==> src/rtl/flexpipe_pkg.sv <==
// Shared flexpipe types: AXI-lite response codes and the config-writer command record.
package flexpipe_pkg;

   localparam int ADDR_WIDTH = 16;

   localparam logic [1:0] AXI_RESP_OKAY = 2'b00;

   typedef struct packed {
      logic [ADDR_WIDTH-1:0] addr;
      logic [31:0]           data;
      logic [3:0]            strb;
   } cfg_cmd_t;

   typedef enum logic [1:0] {
      ST_IDLE,
      ST_SEND,
      ST_WAIT_B
   } cfg_wr_state_e;

   function automatic logic [15:0] sat_inc16(input logic [15:0] v);
      return (v == 16'hFFFF) ? v : v + 16'd1;
   endfunction

endpackage

==> src/rtl/cfg_cmd_fifo.sv <==
// Synchronous command FIFO; flags come from registered state only, so a pop
// never frees a slot for a push in the same cycle.
module cfg_cmd_fifo
   import flexpipe_pkg::*;
#(
   parameter int DEPTH = 4
) (
   input  logic     clk,
   input  logic     rst_n,
   input  logic     push,
   input  cfg_cmd_t push_data,
   input  logic     pop,
   output cfg_cmd_t head,
   output logic     full,
   output logic     empty
);

   localparam int PW = $clog2(DEPTH);

   logic [PW-1:0] wr_ptr_q, wr_ptr_d;
   logic [PW-1:0] rd_ptr_q, rd_ptr_d;
   logic [PW:0]   count_q, count_d;
   cfg_cmd_t      mem_q [DEPTH];
   logic          do_push, do_pop;

   assign full    = (count_q == (PW+1)'(DEPTH));
   assign empty   = (count_q == '0);
   assign do_push = push && !full;
   assign do_pop  = pop && !empty;
   assign head    = mem_q[rd_ptr_q];

   always_comb begin
      wr_ptr_d = do_push ? wr_ptr_q + 1'b1 : wr_ptr_q;
      rd_ptr_d = do_pop  ? rd_ptr_q + 1'b1 : rd_ptr_q;
      count_d  = count_q + (PW+1)'(do_push) - (PW+1)'(do_pop);
   end

   always_ff @(posedge clk or negedge rst_n) begin
      if (!rst_n) begin
         wr_ptr_q <= '0;
         rd_ptr_q <= '0;
         count_q  <= '0;
      end else begin
         wr_ptr_q <= wr_ptr_d;
         rd_ptr_q <= rd_ptr_d;
         count_q  <= count_d;
      end
   end

   // Storage needs no reset: entries are only read while count_q says they are valid.
   always_ff @(posedge clk) begin
      if (do_push) mem_q[wr_ptr_q] <= push_data;
   end

endmodule

==> src/rtl/cfg_axil_writer.sv <==
// AXI-lite write initiator: drains a command FIFO, one write outstanding at a time,
// with completion/error statistics and a sticky B-channel timeout flag.
module cfg_axil_writer
   import flexpipe_pkg::*;
#(
   parameter int FIFO_DEPTH    = 4,
   parameter int BRESP_TIMEOUT = 256
) (
   input  logic                  clk,
   input  logic                  rst_n,
   input  logic [ADDR_WIDTH-1:0] cmd_addr,
   input  logic [31:0]           cmd_data,
   input  logic [3:0]            cmd_strb,
   input  logic                  cmd_valid,
   output logic                  cmd_ready,
   output logic [ADDR_WIDTH-1:0] m_axi_awaddr,
   output logic                  m_axi_awvalid,
   input  logic                  m_axi_awready,
   output logic [31:0]           m_axi_wdata,
   output logic [3:0]            m_axi_wstrb,
   output logic                  m_axi_wvalid,
   input  logic                  m_axi_wready,
   input  logic [1:0]            m_axi_bresp,
   input  logic                  m_axi_bvalid,
   output logic                  m_axi_bready,
   output logic                  busy,
   output logic                  wr_done,
   output logic [15:0]           wr_count,
   output logic [15:0]           err_count,
   output logic                  b_timeout
);

   cfg_wr_state_e         state_q, state_d;
   logic [ADDR_WIDTH-1:0] awaddr_q, awaddr_d;
   logic [31:0]           wdata_q, wdata_d;
   logic [3:0]            wstrb_q, wstrb_d;
   logic                  awvalid_q, awvalid_d;
   logic                  wvalid_q, wvalid_d;
   logic                  wr_done_q, wr_done_d;
   logic [15:0]           wr_count_q, wr_count_d;
   logic [15:0]           err_count_q, err_count_d;
   logic [15:0]           tmo_cnt_q, tmo_cnt_d;
   logic                  b_timeout_q, b_timeout_d;

   cfg_cmd_t fifo_in, fifo_head;
   logic     fifo_full, fifo_empty, fifo_pop;

   assign fifo_in = '{addr: cmd_addr, data: cmd_data, strb: cmd_strb};

   cfg_cmd_fifo #(.DEPTH(FIFO_DEPTH)) u_fifo (
      .clk       (clk),
      .rst_n     (rst_n),
      .push      (cmd_valid),
      .push_data (fifo_in),
      .pop       (fifo_pop),
      .head      (fifo_head),
      .full      (fifo_full),
      .empty     (fifo_empty)
   );

   always_comb begin
      state_d     = state_q;
      awaddr_d    = awaddr_q;
      wdata_d     = wdata_q;
      wstrb_d     = wstrb_q;
      awvalid_d   = awvalid_q;
      wvalid_d    = wvalid_q;
      wr_done_d   = 1'b0;
      wr_count_d  = wr_count_q;
      err_count_d = err_count_q;
      tmo_cnt_d   = tmo_cnt_q;
      b_timeout_d = b_timeout_q;
      fifo_pop    = 1'b0;
      case (state_q)
         ST_IDLE: if (!fifo_empty) begin
            fifo_pop  = 1'b1;
            awaddr_d  = fifo_head.addr;
            wdata_d   = fifo_head.data;
            wstrb_d   = fifo_head.strb;
            awvalid_d = 1'b1;
            wvalid_d  = 1'b1;
            state_d   = ST_SEND;
         end
         ST_SEND: begin
            // Each channel retires on its own handshake; both low means both done.
            awvalid_d = awvalid_q && !m_axi_awready;
            wvalid_d  = wvalid_q && !m_axi_wready;
            if (!awvalid_d && !wvalid_d) begin
               state_d   = ST_WAIT_B;
               tmo_cnt_d = '0;
            end
         end
         ST_WAIT_B: begin
            tmo_cnt_d = sat_inc16(tmo_cnt_q);
            if (tmo_cnt_d == 16'(BRESP_TIMEOUT)) b_timeout_d = 1'b1;
            if (m_axi_bvalid) begin
               wr_done_d  = 1'b1;
               wr_count_d = sat_inc16(wr_count_q);
               if (m_axi_bresp != AXI_RESP_OKAY) err_count_d = sat_inc16(err_count_q);
               state_d = ST_IDLE;
            end
         end
         default: state_d = ST_IDLE;
      endcase
   end

   always_ff @(posedge clk or negedge rst_n) begin
      if (!rst_n) begin
         state_q     <= ST_IDLE;
         awaddr_q    <= '0;
         wdata_q     <= '0;
         wstrb_q     <= '0;
         awvalid_q   <= 1'b0;
         wvalid_q    <= 1'b0;
         wr_done_q   <= 1'b0;
         wr_count_q  <= '0;
         err_count_q <= '0;
         tmo_cnt_q   <= '0;
         b_timeout_q <= 1'b0;
      end else begin
         state_q     <= state_d;
         awaddr_q    <= awaddr_d;
         wdata_q     <= wdata_d;
         wstrb_q     <= wstrb_d;
         awvalid_q   <= awvalid_d;
         wvalid_q    <= wvalid_d;
         wr_done_q   <= wr_done_d;
         wr_count_q  <= wr_count_d;
         err_count_q <= err_count_d;
         tmo_cnt_q   <= tmo_cnt_d;
         b_timeout_q <= b_timeout_d;
      end
   end

   assign cmd_ready     = !fifo_full;
   assign busy          = !fifo_empty || (state_q != ST_IDLE);
   assign m_axi_bready  = (state_q == ST_WAIT_B);
   assign m_axi_awaddr  = awaddr_q;
   assign m_axi_wdata   = wdata_q;
   assign m_axi_wstrb   = wstrb_q;
   assign m_axi_awvalid = awvalid_q;
   assign m_axi_wvalid  = wvalid_q;
   assign wr_done       = wr_done_q;
   assign wr_count      = wr_count_q;
   assign err_count     = err_count_q;
   assign b_timeout     = b_timeout_q;

endmodule
==> config.mk <==
export PLATFORM = sky130hd
export DESIGN_NAME = cfg_axil_writer
export DESIGN_NICKNAME = d
export VERILOG_FILES = /design/src/rtl/flexpipe_pkg.sv /design/src/rtl/cfg_cmd_fifo.sv /design/src/rtl/cfg_axil_writer.sv
export SDC_FILE = /design/constraint.sdc
export NUM_CORES = 1
export LEC_CHECK = 0
export ABC_AREA = 1
export CAP_MARGIN = 20
export CORE_ASPECT_RATIO = 0.7
export CORE_MARGIN = 1
export CORE_UTILIZATION = 39
export CTS_BUF_LIST = sky130_fd_sc_hd__clkbuf_4 sky130_fd_sc_hd__clkbuf_8 sky130_fd_sc_hd__clkbuf_16
export DETAILED_ROUTE_END_ITERATION = 8
export REMOVE_ABC_BUFFERS = 1
export SLEW_MARGIN = 20
export SYNTH_ARGS = -nofsm -noshare
export SYNTH_HDL_FRONTEND = slang
export SYNTH_SLANG_ARGS = --single-unit
==> constraint.sdc <==
create_clock -name clk -period 4.75 [get_ports clk]
set_input_delay 0.475 -clock clk [delete_from_list [all_inputs] [get_ports clk]]
set_output_delay 0.475 -clock clk [all_outputs]
set_load 0.05 [all_outputs]
==> impl_summary.txt <==
----------------------------------------------------
[Global routing]
  Global Route met1 Usage ... 0.263
  Met2 track demand over resource ... 0.259
  Antenna violations before repair ... 0
  Overall Global Routing Usage ... 0.173
  First-pass GRT wire length ... 46000 um
  Vias in the first global route ... 8258
  Met3 layer usage reported by global route ... 0.0319
  Gr ovfl total ... 0
  Maximum number of pins on one net before global-route repair ... 106
  Gr busiest metal ... met1

[Placed design]
  Buffers added on ports ... 150
  Dpl cells ... 1698
  Final estimated routing congestion in global placement ... 0.858
  Detailed placer's ending HPWL ... 18100 um

[Finish]
  Net count, final ... 1377
  Final Core Density ... 0.493
  Post-Layout Cell Count ... 1759
  Share of cells above drive strength 1 ... 0.0758
  Ant diodes ... 0
  Area added between synthesis and finish ... 23.5%

[STA]
  Period utilization ... 0.576
  Final Critical Period ... 2.73 ns
  Setup TNS ... 0 ns
  Finish-stage setup viols ... 0
  RSZ-0062 raised after global routing ... false
  Slew HR ... 0.367
  Number of hold violations in the final report ... 0
  Peak clock frequency supported by timing ... 0.366 GHz
  Transition time at the pin with the least slew margin ... 0.950 ns
  Fin. max-slew vios ... 0
  Layout Skew ... 0.0172 ns

[Pwr]
  Max VDD drop ... 0.360 mV
  Overall power ... 10.6 mW
  Power Density ... 661 nW/um^2
  Cell leakage power ... 6.00 nW

[Setup path]
  Worst EP required ... 4.28 ns
  Startpoint type of the worst setup path ... flip-flop
  Biggest fanout along the worst timing path ... 18
  Worst Path Class, Setup ... flip-flop to output pin
  Critical Path AT ... 2.26 ns
  Crit end category ... output pin

[Drt]
  Post-DR vias/cell ... 4.96
  Final routed wirelength across all metal layers ... 29300 um
  Number of detailed-route iterations in the first pass ... 7
  Remaining routing DRC violations ... 12
  WL/cell ... 16.7 um
  Remaining antenna violation count after routing ... 0
  DRC violation total after the first TritonRoute iteration ... 756
  Vias after detailed routing ... 8725

[Logic synthesis]
  Most frequently used cell type in the post-synthesis netlist ... nor2_1
  Sequential-to-total area share from yosys stat ... 0.696
  EDFF count, synth ... 208
  Gate count after technology mapping ... 1158
  Seq cells post-synth ... 321
  Library cells used by synthesis ... 41
  Dominant cells by area after synthesis ... edfxtp_1 48%, dfrtp_1 22%, nor2_1 9.1%, o21ai_0 4.8%, nand2_1 2.9%
  Area fraction of the dominant cell type after synthesis ... 0.479
  Prevailing post-synth register cell ... edfxtp_1
  Total standard cell area after synthesis ... 13000 sq um
  Count of synthesis-stage warnings from yosys ... 0
  Post-Syn Area per Cell ... 11.3 sq um
  Post-synth top cells ... 315 x nor2_1, 208 x edfxtp_1, 124 x o21ai_0, 113 x dfrtp_1, 101 x nand2_1
  Share of synthesized registers carrying an async set or reset ... 0.352
  Cell taking the most area after synthesis ... edfxtp_1

[Floorplanning]
  Floorplan row count ... 55
  Chip Height ... 155 um
  Core footprint ... 32600 sq um
  Number of ports placed on the die boundary ... 151
  Overall die width ... 220 um
  Initial standard-cell utilization of the core ... 0.399
  DIE AREA ... 34200 sq um

[Clock network]
  Number of buffers created by CTS ... 31
  Worst-Skew Late Latency ... 0.59 ns
  Htree depth ... 1
  Post-cts sizing count ... 0
  CTS Root Cell ... clkbuf_16
  Max Buffers Root-to-Sink ... 3
  CTS tree ... done
  Clk sinks ... 321
  CTS clock-pin slew for the worst setup and hold paths ... 0.06 ns

[Worst hold path]
  Classification of the worst-slack hold path ... flip-flop to flip-flop

[Outcome]
  Outcome ... complete, but fails checks
  Violations in the final reports ... design-rule violations

[Job]
  Max Cap Viol ... 0

----------------------------------------------------
-- routing by layer --
| layer | vias up | part of all wire |
|---|---|---|
| li1 | 4261 | - |
| met1 | 4192 | 0.48 |
| met2 | 239 | 0.44 |
| met3 | 33 | 0.065 |
| met4 | 0 | 0.017 |
| met5 | - | 0 |
-- cell type report --
type / count / area [sq um]
clock inverter: 23 / 243
sequential: 321 / 9080
inverter: 63 / 240
clock buffer: 35 / 812
timing repair buffer: 164 / 1650
tap: 427 / 534
fill: 2970 / 16500
multi-input combinational: 726 / 3540
-- state kept, by name, summed over array words and instances, names as in the netlist, 3 cells and up --
signal and flops:
u_fifo.mem_q 208, m_axi_wdata 32, err_count 16, m_axi_awaddr 16
tmo_cnt_q 16, wr_count 16, m_axi_wstrb 4, u_fifo.count_q 3
-- cells in the final DEF, fill, tap and decap left out, types with 2 or more instances in the layout --
cell,synthesis,layout
o21ai_1,2,2
a31oi_1,53,53
xor2_1,25,25
xnor2_1,9,9
a21oi_1,6,6
nor2_1,315,311
nor3_1,6,6
nand4_1,12,12
a22o_1,2,2
nand3_1,30,30
edfxtp_1,208,208
nor4_1,4,4
buf_4,0,11
o21ai_2,3,3
clkinvlp_4,0,3
clkbuf_16,0,31
nor2_4,2,6
clkbuf_4,0,3
clkdlybuf4s50_1,0,149
nand2_2,4,4
nand2_1,101,101
ha_1,9,9
buf_16,0,2
inv_2,6,4
clkinv_1,1,5
nor2_2,5,5
dfrtp_1,113,111
clkinv_2,0,10
inv_1,56,56
o21ai_0,124,124
clkinv_4,0,2
bufinv_16,0,4
-- worst paths after layout --
| path | startpoint | slack, ns | to | cells past startpoint |
|---|---|---|---|---|
| worst max-delay path | state_q[0] | 2.02 | m_axi_bready | 2 |
| worst min-delay path | b_timeout | 0.47 | b_timeout | 2 |
| worst max register to register | u_fifo.count_q[1] | 2.39 | u_fifo.mem_q[2][7] | 5 |
| worst min register to register | b_timeout | 0.47 | b_timeout | 2 |
| max in group asynchronous | rst_n | 3.17 | b_timeout | 3 |
| min in group asynchronous | rst_n | 0.50 | tmo_cnt_q[11] | 2 |
-- power by group --
| part | total (mW) | switching [mW] | internal (mW) |
|---|---|---|---|
| clock | 2.54 | 1.09 | 1.46 |
| combinational | 4.00 | 2.77 | 1.24 |
| sequential | 4.10 | 0.364 | 3.73 |
| total | 10.6 | 4.22 | 6.42 |
-- logic make-up after synthesis --
logic type               after synthesis  synth area share
buffers and inverters                111            0.0345
adder cells (fa/ha/maj)               10            0.0102
flip-flops                           321             0.696
AO/OA/AOI/OAI                        195            0.0827
AND/OR/NAND/NOR                      487             0.153
XOR/XNOR                              34            0.0229
-- through the flow --
| step | worst slack, ns | hold WS [ns] | area [sq um] |
|---|---|---|---|
| 4_1_cts | 1.97 | 0.469 | 16000 |
| 6_report | 2.02 | 0.469 | 16100 |
| 3_5_place_dp | 1.87 | 0.455 | 15000 |
| 5_1_grt | 1.88 | 0.497 | 16100 |
| 3_3_place_gp | 1.88 | 0.453 | 15000 |
| 2_1_floorplan | 0.913 | 0.179 | 12800 |
-- critical path, cell delays in order (launching register included) --
cell	delay, ns
dfrtp_1	0.42
nor2_4	0.38
clkdlybuf4s50_1	0.89
-- what timing repair did --
action | CTS | global route
hold buffers | 1 | 0
hold endpoints to repair | 68 | 0
buffers inserted | 0 | 0
(Power assumes the default switching activity.)
==> edit 1 (same flow settings) <==
Register the output `wr_count` once more, with the module's reset; this adds one clock of latency there. The other outputs are not delayed to match.
--- a/src/rtl/cfg_axil_writer.sv
+++ b/src/rtl/cfg_axil_writer.sv
@@ -143,3 +143,9 @@
    assign wr_done       = wr_done_q;
-   assign wr_count      = wr_count_q;
+   always_ff @(posedge clk or negedge rst_n) begin
+      if (!rst_n) begin
+         wr_count <= '0;
+      end else begin
+         wr_count <= wr_count_q;
+      end
+   end
    assign err_count     = err_count_q;
Check against the original RTL: not equivalent (a bounded check fails within 10 cycles, from zero or initial values and one cycle with rst_n low).
==> edit 1 against the unedited design <==
Hold slack lost 0.38 ns; global-route usage grew 0.12 points; power grew 1.4%; via count shrank 0.50%; synthesized area grew 1.6%; cell area grew 1.5%; worst setup slack lost 0.27 ns; sequential cell count grew 16; largest power group unchanged; combinational power shrank 2%; routed wire length grew 1.3%; core utilization shrank 0.46 points.
==> edit 1: results (changes against the unedited design) <==
| Group | Result | Reported | Change |
|:---|:---|:---|:---|
| drt | Drt pass-1 iters | 4 | was 7 |
| worst setup path | Maximum fanout along the worst path | 13 | was 18 |
| placement | Pre-CTS worst setup slack | 1.86 ns | was 1.87 ns |
| layout | Summed area of non-filler cells in the final layout | 0.0163 mm² | was 0.0161 mm² |
| layout | Area occupied by multi-input gates | 0.00337 mm² | was 0.00354 mm² |
| synth | Share of synthesized cell area in full adder, half adder and majority cells | 0.0100 | was 0.0102 |
| power | Leakage power total | 0.00622 µW | was 0.00600 µW |
| global route | Global-route wire length before repair | 47.3 mm | was 46.0 mm |
| global route | Number of antenna violations at the first check in global routing | 1 | was 0 |
| placement | Post-DP Area | 0.0152 mm² | was 0.0150 mm² |
| global route | Met1 track demand over resource | 0.251 | was 0.263 |
| layout | Proportion of cell area spent on the clock network | 0.0696 | was 0.0655 |
| worst setup path | Worst R2R End | u_fifo.mem_q[3][27] | was u_fifo.mem_q[2][7] |
| drt | Detailed route wirelength on metal3 | 1.42 mm | was 1.91 mm |
| synth | Complex-gate fraction of the synthesized area | 0.0759 | was 0.0827 |
| power | Net Switching | 4180 µW | was 4220 µW |
| global route | Grt met2 use | 0.271 | was 0.259 |
| power | IR drop worst, VDD | 0.395 mV | was 0.360 mV |
| layout | Count of plain and timing-repair buffers in the layout | 162 | was 164 |
| cts | Max H-tree Level | 2 | was 1 |
| outcome | Run status | finished, final reports clean | was finished with violations |
| cts | Source-to-sink clock delay at the later pin of the worst-skew pair | 0.53 ns | was 0.59 ns |
| global route | Via count of the first global-routing pass | 8536 | was 8258 |
| layout | Fillers | 2964 | was 2970 |
| power | Total design power | 10800 µW | was 10600 µW |
| synth | Top post-synthesis cells by area | edfxtp_1, dfrtp_1, nor2_1 | unchanged |
| die | Placeable core region | 0.0334 mm² | was 0.0326 mm² |
| layout | Register share of the cell area | 0.580 | was 0.564 |
| sta | Max Clock Skew | 0.0208 ns | was 0.0172 ns |
| global route | Global route hottest layer | met2 | was met1 |
| layout | Nonclk inv count | 55 | was 63 |
| synth | Async set or reset register ratio after synthesis | 0.383 | was 0.352 |
| layout | Layout cell share with drive strength beyond 1 | 0.0706 | was 0.0758 |
| global route | Global-route track usage on met3 | 0.0324 | was 0.0319 |
| drt | Detailed-route wire length | 29.7 mm | was 29.3 mm |
| synth | Fraction of the yosys area taken by sequential cells | 0.716 | was 0.696 |
==> edit 1: cell types whose count changed in the layout (fill, tap and decap cells not counted), sizes merged, moves of 7 or more <==
cell	delta
clkbuf	+16
dfrtp	+16
inv	-8
nand2	-14
o21ai	-7
==> edit 1: per-stage QoR <==
stage	hold WS [ns]	cells
after floorplan	0.179	1091
after global placement	0.414	1688
after detailed placement	0.417	1688
after CTS	0.104	1752
after global routing	0.163	1752
final	0.0883	1752
==> edit 1: how the worst max path moves through the flow <==
stage | start | end | slack (ns) | cells after the start
2_1_floorplan | u_fifo.count_q[1] | u_fifo.mem_q[0][0] | 0.91 | 4
3_3_place_gp | cmd_valid | u_fifo.mem_q[0][36] | 1.89 | 4
3_5_place_dp | cmd_valid | u_fifo.mem_q[0][3] | 1.86 | 4
4_1_cts | state_q[0] | m_axi_bready | 1.71 | 4
5_1_grt | state_q[0] | m_axi_bready | 1.60 | 4
6_report | state_q[0] | m_axi_bready | 1.74 | 4
==> edit 2 (same settings) <==
Without the edit above. Change the parameter `FIFO_DEPTH` from 4 to 2.
--- a/src/rtl/cfg_axil_writer.sv
+++ b/src/rtl/cfg_axil_writer.sv
@@ -5,3 +5,3 @@
 #(
-   parameter int FIFO_DEPTH    = 4,
+   parameter int FIFO_DEPTH    = 2,
    parameter int BRESP_TIMEOUT = 256
Check against the original RTL: not equivalent (Yosys sat finds a counterexample within 4 cycles, from zero or initial values and one cycle with rst_n low).
==> edit 2 against the unedited design <==
Routed wire length fell by 36%; sequential cell count decreased by 107; critical endpoint unchanged; the flow still finishes with violations (design-rule violations); largest power group is now combinational logic; power shrank 28%; clock skew down 0.0029 ns; cell area down 30%; synthesized area fell by 34%; via count fell by 33%; combinational power decreased by 26%; worst setup slack better by 0.11 ns.
==> edit 2: results (changes against the unedited design) <==
| Group | Result | Reported | Change |
|:---|:---|:---|:---|
| placement | HPWL reported at the end of detailed placement | 12.6 mm | was 18.1 mm |
| outcome | Run status | finished with violations | unchanged |
| global route | GRT Util Overall | 0.168 | was 0.173 |
| placement | Port Buffer Count | 150 | unchanged |
| drt | Total via count in the routed design | 5879 | was 8725 |
| global route | Global-route wire length before repair | 30.2 mm | was 46.0 mm |
| cts | Max H-tree Level | 1 | unchanged |
| synth | Fraction of the yosys area taken by sequential cells | 0.681 | was 0.696 |
| synth | Top post-synthesis cells by area | edfxtp_1, dfrtp_1, nand2_1 | was edfxtp_1, dfrtp_1, nor2_1 |
| sta | Worst Max-Slew Pin Slew | 1.04 ns | was 0.950 ns |
| drt | Detailed-route wire length | 18.9 mm | was 29.3 mm |
| worst setup path | Biggest cell delay along the critical path | 0.84 ns | was 0.89 ns |
| cts | Clock Tree Buf Depth | 3 | unchanged |
| cts | CTS Root Buffer Type | clkbuf_16 | unchanged |
| power | IR drop worst, VDD | 0.485 mV | was 0.360 mV |
| synth | Number of flops mapped to enable cells by yosys | 104 | was 208 |
| placement | Final RePlAce weighted congestion | 0.867 | was 0.858 |
| worst setup path | CP arrival | 2.15 ns | was 2.26 ns |
| global route | Maximum number of pins on one net before global-route repair | 55 | was 106 |
| drt | Drt pass-1 iters | 7 | unchanged |
| layout | Top register by number of flip-flops | u_fifo.mem_q | unchanged |
| global route | Via count of the first global-routing pass | 5581 | was 8258 |
| synth | Synth cell count leaders | nand2_1, dfrtp_1, edfxtp_1, nor2_1, a31oi_1 | was nor2_1, edfxtp_1, o21ai_0, dfrtp_1, nand2_1 |
| layout | Layout Nets | 1003 | was 1377 |
| power | Leakage power total | 0.00455 µW | was 0.00600 µW |
| outcome | Failing checks | design-rule violations | unchanged |
| synth | Number of warning messages in the yosys log | 0 | unchanged |
| layout | Fillers | 1897 | was 2970 |
| drt | Initial DRC Count | 375 | was 756 |
| sta | Max Clock Skew | 0.0143 ns | was 0.0172 ns |
| synth | Unique cell type count in the Yosys netlist | 33 | was 41 |
| worst setup path | Maximum fanout along the worst path | 15 | was 18 |
| cts | CTS Buf Count | 22 | was 31 |
| cts | Source-to-sink clock delay at the later pin of the worst-skew pair | 0.50 ns | was 0.59 ns |
| synth | Area share of the largest cell type after synthesis | 0.362 | was 0.479 |
| synth | Async set or reset register ratio after synthesis | 0.514 | was 0.352 |
| layout | Max reg flops | 104 | was 208 |
| cts | Clock edge transition at the registers on the reported setup and hold paths | 0.06 ns | about the same |
| synth | Most used DFF post-synth | dfrtp_1 | was edfxtp_1 |
| drt | DRC errors left | 16 | was 12 |
| layout | Layout cell share with drive strength beyond 1 | 0.0881 | was 0.0758 |
edit 2: worst paths after layout:
check,from,endpoint,slack (ns),cells past startpoint
worst min-delay path,b_timeout,b_timeout,0.48,2
max in group asynchronous,rst_n,m_axi_wdata[31],3.24,3
worst max register to register,u_fifo.count_q[1],u_fifo.count_q[1],2.36,7
worst max-delay path,state_q[0],m_axi_bready,2.13,4
min in group asynchronous,rst_n,err_count[2],0.49,2
worst min register to register,b_timeout,b_timeout,0.48,2
edit 2: cell families (layout without fill, tap and decap cells):
kind of cell | Yosys count | in the layout | synth area share
simple gates | 368 | 368 | 0.183
flops | 214 | 214 | 0.681
compound gates | 85 | 85 | 0.0581
buf+inv | 74 | 247 | 0.0349
xor+xnor | 35 | 35 | 0.0355
fa+ha+maj | 5 | 5 | 0.00725
other cells | 0 | 1 | 0
edit 2: routing by layer:
layer	global-route usage	wire length [µm]	vias to the layer above
li1	-	-	2953
met1	0.256	9390	2749
met2	0.248	7940	151
met3	0.0327	1180	26
met4	0.0406	344	0
met5	0	0	-
edit 2: cell type report:
| cell class | instances | area, µm² | area share |
|---|---|---|---|
| multi-input combinational | 493 | 2470 | 0.219 |
| tap | 282 | 353 | 0.0314 |
| timing repair buffer | 159 | 1590 | 0.141 |
| inverter | 48 | 183 | 0.0162 |
| clock inverter | 10 | 153 | 0.0136 |
| clock buffer | 30 | 628 | 0.0558 |
| antenna | 1 | 2.50 | 0.000222 |
| sequential | 214 | 5880 | 0.522 |
edit 2: power breakdown:
part | switching, µW | internal, µW
registers | 364 | 2520
logic | 2010 | 934
clock network | 695 | 1150
edit 2: worst max-delay path: cells and delay by family (launching register included):
kind                   cells  cell delay [ns]
DFF                        1             0.37
and+or+nand+nor            1             0.13
buffers and inverters      3             1.14
edit 2: per-stage QoR:
step                hold slack [ns]  total power, µW  std cells   util  instance area [µm²]
finish                        0.475             7670       1237  0.519                11300
global route                  0.517             8120       1236  0.519                11200
CTS                           0.482             7750       1235  0.518                11200
detailed placement            0.463             5890       1194  0.481                10400
global placement              0.459             5850       1194  0.481                10400
floorplan                     0.179             4800        755      -                 8510
edit 2: timing repair:
item,4_1_cts,5_1_grt
hold buffers,1,0
endpoints found under the hold margin,37,0
gates resized for setup,0,0
